### src/rtl/cache_lookup_plru_if.sv
// Lookup request, fill notification and registered response bundle for cache_lookup_plru.
// Latency: none (wires only); the response fields are valid one cycle after the request.
// Backpressure: none; the slave accepts one lookup and one fill every cycle.
// Ports: master = cache controller / tag array side (drives lk_*, way_*, fill_*),
//        slave  = cache_lookup_plru (drives rsp_*, err_multi_hit, hit_cnt, miss_cnt).
interface cache_lookup_plru_if #(
    parameter int WAYS     = 8,
    parameter int WAYS_REP = 3,
    parameter int TAG      = 12,
    parameter int INDEX    = 3,
    parameter int CNT_W    = 16
);
    logic                  lk_valid;
    logic                  lk_op;
    logic [INDEX-1:0]      lk_index;
    logic [TAG-1:0]        lk_tag;
    logic [WAYS*TAG-1:0]   way_tags;
    logic [2*WAYS-1:0]     way_state;
    logic                  fill_valid;
    logic [INDEX-1:0]      fill_index;
    logic [WAYS_REP-1:0]   fill_way;
    logic                  rsp_valid;
    logic                  rsp_hit;
    logic [WAYS_REP-1:0]   rsp_way;
    logic [1:0]            rsp_state;
    logic [WAYS_REP-1:0]   rsp_victim;
    logic                  rsp_upgrade;
    logic                  rsp_multi_hit;
    logic                  err_multi_hit;
    logic [CNT_W-1:0]      hit_cnt;
    logic [CNT_W-1:0]      miss_cnt;

    modport master (
        output lk_valid, lk_op, lk_index, lk_tag, way_tags, way_state,
               fill_valid, fill_index, fill_way,
        input  rsp_valid, rsp_hit, rsp_way, rsp_state, rsp_victim, rsp_upgrade,
               rsp_multi_hit, err_multi_hit, hit_cnt, miss_cnt
    );

    modport slave (
        input  lk_valid, lk_op, lk_index, lk_tag, way_tags, way_state,
               fill_valid, fill_index, fill_way,
        output rsp_valid, rsp_hit, rsp_way, rsp_state, rsp_victim, rsp_upgrade,
               rsp_multi_hit, err_multi_hit, hit_cnt, miss_cnt
    );
endinterface

### src/rtl/cache_lookup_plru.sv
// N-way MESI-qualified tag lookup with per-set tree PLRU victim choice and hit/miss statistics.
// Latency: one cycle, lookup at edge N is reported at edge N+1; PLRU updates visible next cycle.
// Backpressure: none; one lookup and one fill accepted every cycle.
// Ports: clk, rstb (synchronous, active-high) plus cl (slave modport of cache_lookup_plru_if):
//        lk_* request and way_* array data in, fill_* PLRU touch in, rsp_* / err / counters out.
module cache_lookup_plru #(
    parameter int WAYS     = 8,
    parameter int WAYS_REP = 3,
    parameter int TAG      = 12,
    parameter int INDEX    = 3,
    parameter int CNT_W    = 16
) (
    input  logic                clk,
    input  logic                rstb,
    cache_lookup_plru_if.slave  cl
);
    localparam int SETS = 2**INDEX;

    typedef logic [WAYS-2:0]     tree_t;
    typedef logic [WAYS_REP-1:0] way_t;

    tree_t plru [SETS];

    // Point every node on the path to 'way' away from it. Node indices are kept
    // in WAYS_REP bits; the child computed after the last level is never used.
    function automatic tree_t touch(input tree_t t, input way_t way);
        tree_t r;
        way_t  node;
        way_t  w;
        logic  b;
        r    = t;
        node = '0;
        w    = way;
        for (int lvl = 0; lvl < WAYS_REP; lvl++) begin
            b       = w[WAYS_REP-1];
            r[node] = ~b;
            node    = (node << 1) + way_t'(1) + way_t'(b);
            w       = w << 1;
        end
        return r;
    endfunction

    // Walk from the root: each bit picks the half holding the victim.
    function automatic way_t walk(input tree_t t);
        way_t node;
        way_t v;
        node = '0;
        v    = '0;
        for (int lvl = 0; lvl < WAYS_REP; lvl++) begin
            v    = (v << 1) | way_t'(t[node]);
            node = (node << 1) + way_t'(1) + way_t'(t[node]);
        end
        return v;
    endfunction

    logic [WAYS-1:0] match;
    logic [WAYS-1:0] invalid;
    logic            any_hit;
    logic            any_inv;
    logic            multi;
    logic            lk_hit;
    way_t            hit_way;
    way_t            inv_way;
    way_t            victim;
    logic [1:0]      hit_state;
    tree_t           cur_tree;
    tree_t           hit_tree;
    tree_t           fill_base;
    tree_t           fill_tree;

    always_comb begin
        match     = '0;
        invalid   = '0;
        hit_way   = '0;
        hit_state = '0;
        inv_way   = '0;
        // Descending scan so the lowest matching / invalid way is the one kept.
        for (int w = WAYS-1; w >= 0; w--) begin
            invalid[w] = (cl.way_state[2*w +: 2] == 2'b00);
            match[w]   = (cl.way_state[2*w +: 2] != 2'b00) &&
                         (cl.way_tags[w*TAG +: TAG] == cl.lk_tag);
            if (match[w]) begin
                hit_way   = way_t'(w);
                hit_state = cl.way_state[2*w +: 2];
            end
            if (invalid[w]) begin
                inv_way = way_t'(w);
            end
        end
        any_hit  = |match;
        any_inv  = |invalid;
        // More than one bit set: clearing the lowest set bit leaves something.
        multi    = |(match & (match - WAYS'(1)));
        lk_hit   = cl.lk_valid && any_hit;
        cur_tree = plru[cl.lk_index];
        victim   = any_inv ? inv_way : walk(cur_tree);
        hit_tree = touch(cur_tree, hit_way);
        // Same-set hit and fill: the fill is layered on top of the hit update.
        fill_base = (lk_hit && (cl.fill_index == cl.lk_index)) ? hit_tree
                                                               : plru[cl.fill_index];
        fill_tree = touch(fill_base, cl.fill_way);
    end

    always_ff @(posedge clk) begin
        if (rstb) begin
            for (int s = 0; s < SETS; s++) begin
                plru[s] <= '0;
            end
            cl.rsp_valid     <= 1'b0;
            cl.rsp_hit       <= 1'b0;
            cl.rsp_way       <= '0;
            cl.rsp_state     <= '0;
            cl.rsp_victim    <= '0;
            cl.rsp_upgrade   <= 1'b0;
            cl.rsp_multi_hit <= 1'b0;
            cl.err_multi_hit <= 1'b0;
            cl.hit_cnt       <= '0;
            cl.miss_cnt      <= '0;
        end else begin
            if (lk_hit) begin
                plru[cl.lk_index] <= hit_tree;
            end
            if (cl.fill_valid) begin
                plru[cl.fill_index] <= fill_tree;
            end
            cl.rsp_valid     <= cl.lk_valid;
            cl.rsp_hit       <= lk_hit;
            cl.rsp_way       <= lk_hit ? hit_way : '0;
            cl.rsp_state     <= lk_hit ? hit_state : 2'b00;
            cl.rsp_victim    <= (cl.lk_valid && !any_hit) ? victim : '0;
            cl.rsp_upgrade   <= lk_hit && cl.lk_op && (hit_state == 2'b01);
            cl.rsp_multi_hit <= cl.lk_valid && multi;
            if (cl.lk_valid && multi) begin
                cl.err_multi_hit <= 1'b1;
            end
            if (lk_hit && (cl.hit_cnt != '1)) begin
                cl.hit_cnt <= cl.hit_cnt + CNT_W'(1);
            end
            if (cl.lk_valid && !any_hit && (cl.miss_cnt != '1)) begin
                cl.miss_cnt <= cl.miss_cnt + CNT_W'(1);
            end
        end
    end
endmodule

### src/flat_wrapper.sv
// flat-port wrapper written by rule: the top's interface ports become plain ports
module cache_lookup_plru_flat 
#(
    parameter int WAYS     = 8,
    parameter int WAYS_REP = 3,
    parameter int TAG      = 12,
    parameter int INDEX    = 3,
    parameter int CNT_W    = 16
)
  (clk, rstb, cl_lk_valid, cl_lk_op, cl_lk_index, cl_lk_tag, cl_way_tags, cl_way_state, cl_fill_valid, cl_fill_index, cl_fill_way, cl_rsp_valid, cl_rsp_hit, cl_rsp_way, cl_rsp_state, cl_rsp_victim, cl_rsp_upgrade, cl_rsp_multi_hit, cl_err_multi_hit, cl_hit_cnt, cl_miss_cnt);
  cache_lookup_plru_if #(.WAYS(WAYS), .WAYS_REP(WAYS_REP), .TAG(TAG), .INDEX(INDEX), .CNT_W(CNT_W)) cl_i ();
  input  logic clk;
  input  logic rstb;
  input wire logic [$bits(cl_i.lk_valid)-1:0] cl_lk_valid;
  input wire logic [$bits(cl_i.lk_op)-1:0] cl_lk_op;
  input wire logic [$bits(cl_i.lk_index)-1:0] cl_lk_index;
  input wire logic [$bits(cl_i.lk_tag)-1:0] cl_lk_tag;
  input wire logic [$bits(cl_i.way_tags)-1:0] cl_way_tags;
  input wire logic [$bits(cl_i.way_state)-1:0] cl_way_state;
  input wire logic [$bits(cl_i.fill_valid)-1:0] cl_fill_valid;
  input wire logic [$bits(cl_i.fill_index)-1:0] cl_fill_index;
  input wire logic [$bits(cl_i.fill_way)-1:0] cl_fill_way;
  output wire logic [$bits(cl_i.rsp_valid)-1:0] cl_rsp_valid;
  output wire logic [$bits(cl_i.rsp_hit)-1:0] cl_rsp_hit;
  output wire logic [$bits(cl_i.rsp_way)-1:0] cl_rsp_way;
  output wire logic [$bits(cl_i.rsp_state)-1:0] cl_rsp_state;
  output wire logic [$bits(cl_i.rsp_victim)-1:0] cl_rsp_victim;
  output wire logic [$bits(cl_i.rsp_upgrade)-1:0] cl_rsp_upgrade;
  output wire logic [$bits(cl_i.rsp_multi_hit)-1:0] cl_rsp_multi_hit;
  output wire logic [$bits(cl_i.err_multi_hit)-1:0] cl_err_multi_hit;
  output wire logic [$bits(cl_i.hit_cnt)-1:0] cl_hit_cnt;
  output wire logic [$bits(cl_i.miss_cnt)-1:0] cl_miss_cnt;
  assign cl_i.lk_valid = cl_lk_valid;
  assign cl_i.lk_op = cl_lk_op;
  assign cl_i.lk_index = cl_lk_index;
  assign cl_i.lk_tag = cl_lk_tag;
  assign cl_i.way_tags = cl_way_tags;
  assign cl_i.way_state = cl_way_state;
  assign cl_i.fill_valid = cl_fill_valid;
  assign cl_i.fill_index = cl_fill_index;
  assign cl_i.fill_way = cl_fill_way;
  assign cl_rsp_valid = cl_i.rsp_valid;
  assign cl_rsp_hit = cl_i.rsp_hit;
  assign cl_rsp_way = cl_i.rsp_way;
  assign cl_rsp_state = cl_i.rsp_state;
  assign cl_rsp_victim = cl_i.rsp_victim;
  assign cl_rsp_upgrade = cl_i.rsp_upgrade;
  assign cl_rsp_multi_hit = cl_i.rsp_multi_hit;
  assign cl_err_multi_hit = cl_i.err_multi_hit;
  assign cl_hit_cnt = cl_i.hit_cnt;
  assign cl_miss_cnt = cl_i.miss_cnt;
  cache_lookup_plru #(.WAYS(WAYS), .WAYS_REP(WAYS_REP), .TAG(TAG), .INDEX(INDEX), .CNT_W(CNT_W)) u_core (.clk(clk), .rstb(rstb), .cl(cl_i));
endmodule
### config.mk
export PLATFORM = sky130hd
export DESIGN_NAME = cache_lookup_plru_flat
export DESIGN_NICKNAME = d
export VERILOG_FILES = /design/src/rtl/cache_lookup_plru_if.sv /design/src/rtl/cache_lookup_plru.sv /design/src/flat_wrapper.sv
export SDC_FILE = /design/constraint.sdc
export NUM_CORES = 1
export LEC_CHECK = 0
export CORE_MARGIN = 2
export CORE_UTILIZATION = 42
export CTS_BUF_LIST = sky130_fd_sc_hd__clkbuf_8 sky130_fd_sc_hd__clkbuf_16
export DETAILED_ROUTE_END_ITERATION = 10
export HOLD_SLACK_MARGIN = 0.12
export PLACE_DENSITY = 0.75
export RECOVER_POWER = 100
export SLEW_MARGIN = 15
export SYNTH_ARGS = -nofsm -noshare
export SYNTH_HDL_FRONTEND = slang
export SYNTH_SLANG_ARGS = --single-unit
### constraint.sdc
create_clock -name clk -period 4.5 [get_ports clk]
set_input_delay 0.9 -clock clk [delete_from_list [all_inputs] [get_ports clk]]
set_output_delay 0.9 -clock clk [all_outputs]
set_load 0.005 [all_outputs]
==> results.ini <==
[synth]
yosys-mux-area-fraction=0.0813
syn-cell-area_sq_mm=0.00722
synth_top_family_by_area=simple AND/OR/NAND/NOR gates
ys_seq_area_frac=0.358
ys_types=72
synthXorXnorAreaFrac=0.147
async_reset_ff_frac=0
synthCells=765
synth_nets=914
yosysWarnings=0
synthFlopType=edfxtp_1
synth_edf_count=56
synth_seq_cells=101
synth.avg_cell_area_sq_um=9.43
synth_compound_area_frac=0.156
synth_simple_gate_area_frac=0.196
synth_adder_area_share=0.0191

[sta]
fin_crit_ps=4240
report.final.slew_viol_count=0
finalSetupTns_ps=0
setup_ws_ps=260
rsz0062_at_grt=false
tightest_slew_ps=763
final-hold-violation-count=0
setup_viol_count_final=0
clock_skew_ps=9.30
clock.fmax_ghz=0.236
relSlewSlack=0.491
finalCritPeriodShare=0.942

[global_routing]
grt_pass1_vias=6956
antenna_found_initial=1
grt_overflow_total=0
use_met3=0.0762
grt_use_total=0.275
gr-usage-met2=0.462
grt_util_met1=0.330
grt_max_degree=33
grt.busiest_layer=met2
grt_first_pass_wirelength_mm=38.0

[cells_and_area]
diodes=0
stdcell_area_sq_mm=0.00986
nets=1133
area_growth_pct=36.6
multiInputGateArea_sq_mm=0.00428
drive_gt1_frac=0.119
seqCellArea_sq_mm=0.00258
post-route-util=0.590
n_fill_cell=1446

[detailed_routing]
drt-total-wl_mm=25.0
route.detailed.drc=0
ant_nets=0
wl_per_cell_um=20.7
num_vias=7092
dr.pass1.iters=7
drtIter0Drc=705
via_per_inst=5.87

[die]
die_h_um=135
die_x_um=135
die_area_sq_mm=0.0182
io_pins=183
rows=47
core_sq_mm=0.0167
start_util=0.432

[clock_network]
cts_tree=yes
htreeDepth=3
numCtsBuffers=9
clockBufferDepth=2
clockRootBuffer=clkbuf_16
hold_buffers=0
clkLatencyLatePin_ps=360
clkSinkCount=101
clkSlewWorstSetupHoldPaths_ps=80

[worst_setup_path]
rr_worst_depth=12
crit_path_max_fanout=10
timing_worst_setup_path_type=input pin to flip-flop
r2r_start=u_core.plru[4][0]
r2r_slack_ps=1370
cp-endpoint=u_core.plru[1][3]
cp.arrival_ps=4320
crit_start=cl_lk_tag[0]
worstSetupStartpointType=input pin
r2r_end=u_core.cl.rsp_victim[0]
end_kind=flip-flop
required_ps=4580

[run_status]
status=complete, no violations

[power]
vdd_drop_max_mv=0.222
p_leak_nw=3.69
cellPowerDensity_mw_per_mm2=242

[placement]
place_ws_ps=-37.5
hpwlAfterDp_mm=19.6
gp_congestion=0.966
io_buffers=182
placed_area_sq_mm=0.00961

[hold_path]
hold_path_class=flip-flop to flip-flop

[job]
cap_viol_max_count=0

-- timing repair --
action / 4_1_cts / 5_1_grt
resized for setup: 0 / 2
setup endpoints to repair: 0 / 1
setup buffers: 0 / 0
-- state kept, by name, summed over array words and instances (netlist names) --
register,cells
u_core.cl.hit_cnt,16
u_core.cl.rsp_multi_hit,1
u_core.cl.err_multi_hit,1
u_core.cl.miss_cnt,16
u_core.cl.rsp_state,2
u_core.cl.rsp_upgrade,1
u_core.cl.rsp_victim,3
u_core.plru,56
u_core.cl.rsp_way,3
u_core.cl.rsp_hit,1
u_core.cl.rsp_valid,1
-- layout by cell type (no fill, tap or decap), types with 5 or more instances in the layout --
cell type	n
mux2_2	9
a21oi_1	33
o22ai_1	57
a22oi_1	6
edfxtp_1	56
ha_1	11
mux4_2	14
dfxtp_1	45
nand2b_1	5
nand3_1	37
inv_1	24
nor4_1	10
nor4_4	5
mux2i_1	17
xor2_1	45
buf_4	55
o21ai_0	17
xnor2_1	76
a21o_1	7
a221oi_1	7
nor2_1	81
nand2_1	49
clkdlybuf4s50_1	136
clkbuf_1	8
nor3_1	18
dlygate4sd3_1	46
nand4_1	24
clkbuf_16	9
or3_1	9
nor2b_1	6
-- how the worst min path moves through the flow --
stage / startpoint / slack [ps] / cells after the start / endpoint
finish: u_core.cl.err_multi_hit / 450 / 1 / u_core.cl.err_multi_hit
CTS: u_core.cl.err_multi_hit / 470 / 1 / u_core.cl.err_multi_hit
detailed placement: u_core.cl.err_multi_hit / 450 / 1 / u_core.cl.err_multi_hit
global route: u_core.cl.err_multi_hit / 480 / 1 / u_core.cl.err_multi_hit
floorplan: u_core.cl.err_multi_hit / 450 / 1 / u_core.cl.err_multi_hit
global placement: u_core.cl.err_multi_hit / 440 / 1 / u_core.cl.err_multi_hit
-- area by class of cell --
type	count	area share
clock buffer	9	0.0228
multi-input combinational	598	0.434
timing repair buffer	248	0.233
clock inverter	7	0.0104
inverter	26	0.00990
tap	220	0.0279
sequential	101	0.262
-- per-stage QoR --
step / hold slack [ps] / power [W] / cells
after floorplan: 451 / 0.00131 / 765
after global placement: 438 / 0.00155 / 1193
after detailed placement: 447 / 0.00156 / 1193
after CTS: 466 / 0.00240 / 1209
after global routing: 480 / 0.00246 / 1209
final: 455 / 0.00239 / 1209
-- cell families (layout without fill, tap and decap cells) --
kind of cell | count (synthesis) | in the layout
and+or+nand+nor | 264 | 264
DFF | 101 | 101
buffers and inverters | 66 | 290
xor gates and xnor gates | 121 | 121
AOI/OAI and AO/OA | 162 | 162
muxes | 40 | 40
adders and majority gates | 11 | 11
-- cell usage after synthesis (all sizes together) (21+ instances only) --
cell type,number,area [sq um]
o21ai,21,105
nand3,37,190
nand2,49,194
dfxtp,45,901
inv,25,93.8
nor2,81,307
a21oi,34,178
o22ai,57,357
xnor2,76,666
nand4,25,171
xor2,45,394
edfxtp,56,1680
-- critical path, cell delays in order --
cell	delay, ps
clkdlybuf4s50_1	630
xor2_1	250
nor4_1	370
nand4_1	200
nor4_4	310
buf_4	220
nor4_4	60
nor3_4	190
inv_1	100
ha_1	200
o21ai_0	310
o31a_1	400
o22ai_1	160
-- power breakdown --
group / leakage, nW / internal (W) / total, W / switching [W]
Clock: 0.160 / 0.000452 / 0.000849 / 0.000397
Combinational: 2.59 / 0.000265 / 0.000526 / 0.000261
Sequential: 0.937 / 0.00100 / 0.00101 / 0.0000150
Total: 3.69 / 0.00172 / 0.00239 / 0.000673
-- routing by layer --
metal | share of wire | wire, um | vias up
li1 | - | - | 3278
met1 | 0.37 | 9310 | 3300
met2 | 0.48 | 12000 | 428
met3 | 0.11 | 2630 | 84
met4 | 0.040 | 996 | 2
met5 | 0.00052 | 13 | -
Note: power is estimated with default switching activity, not from simulation.
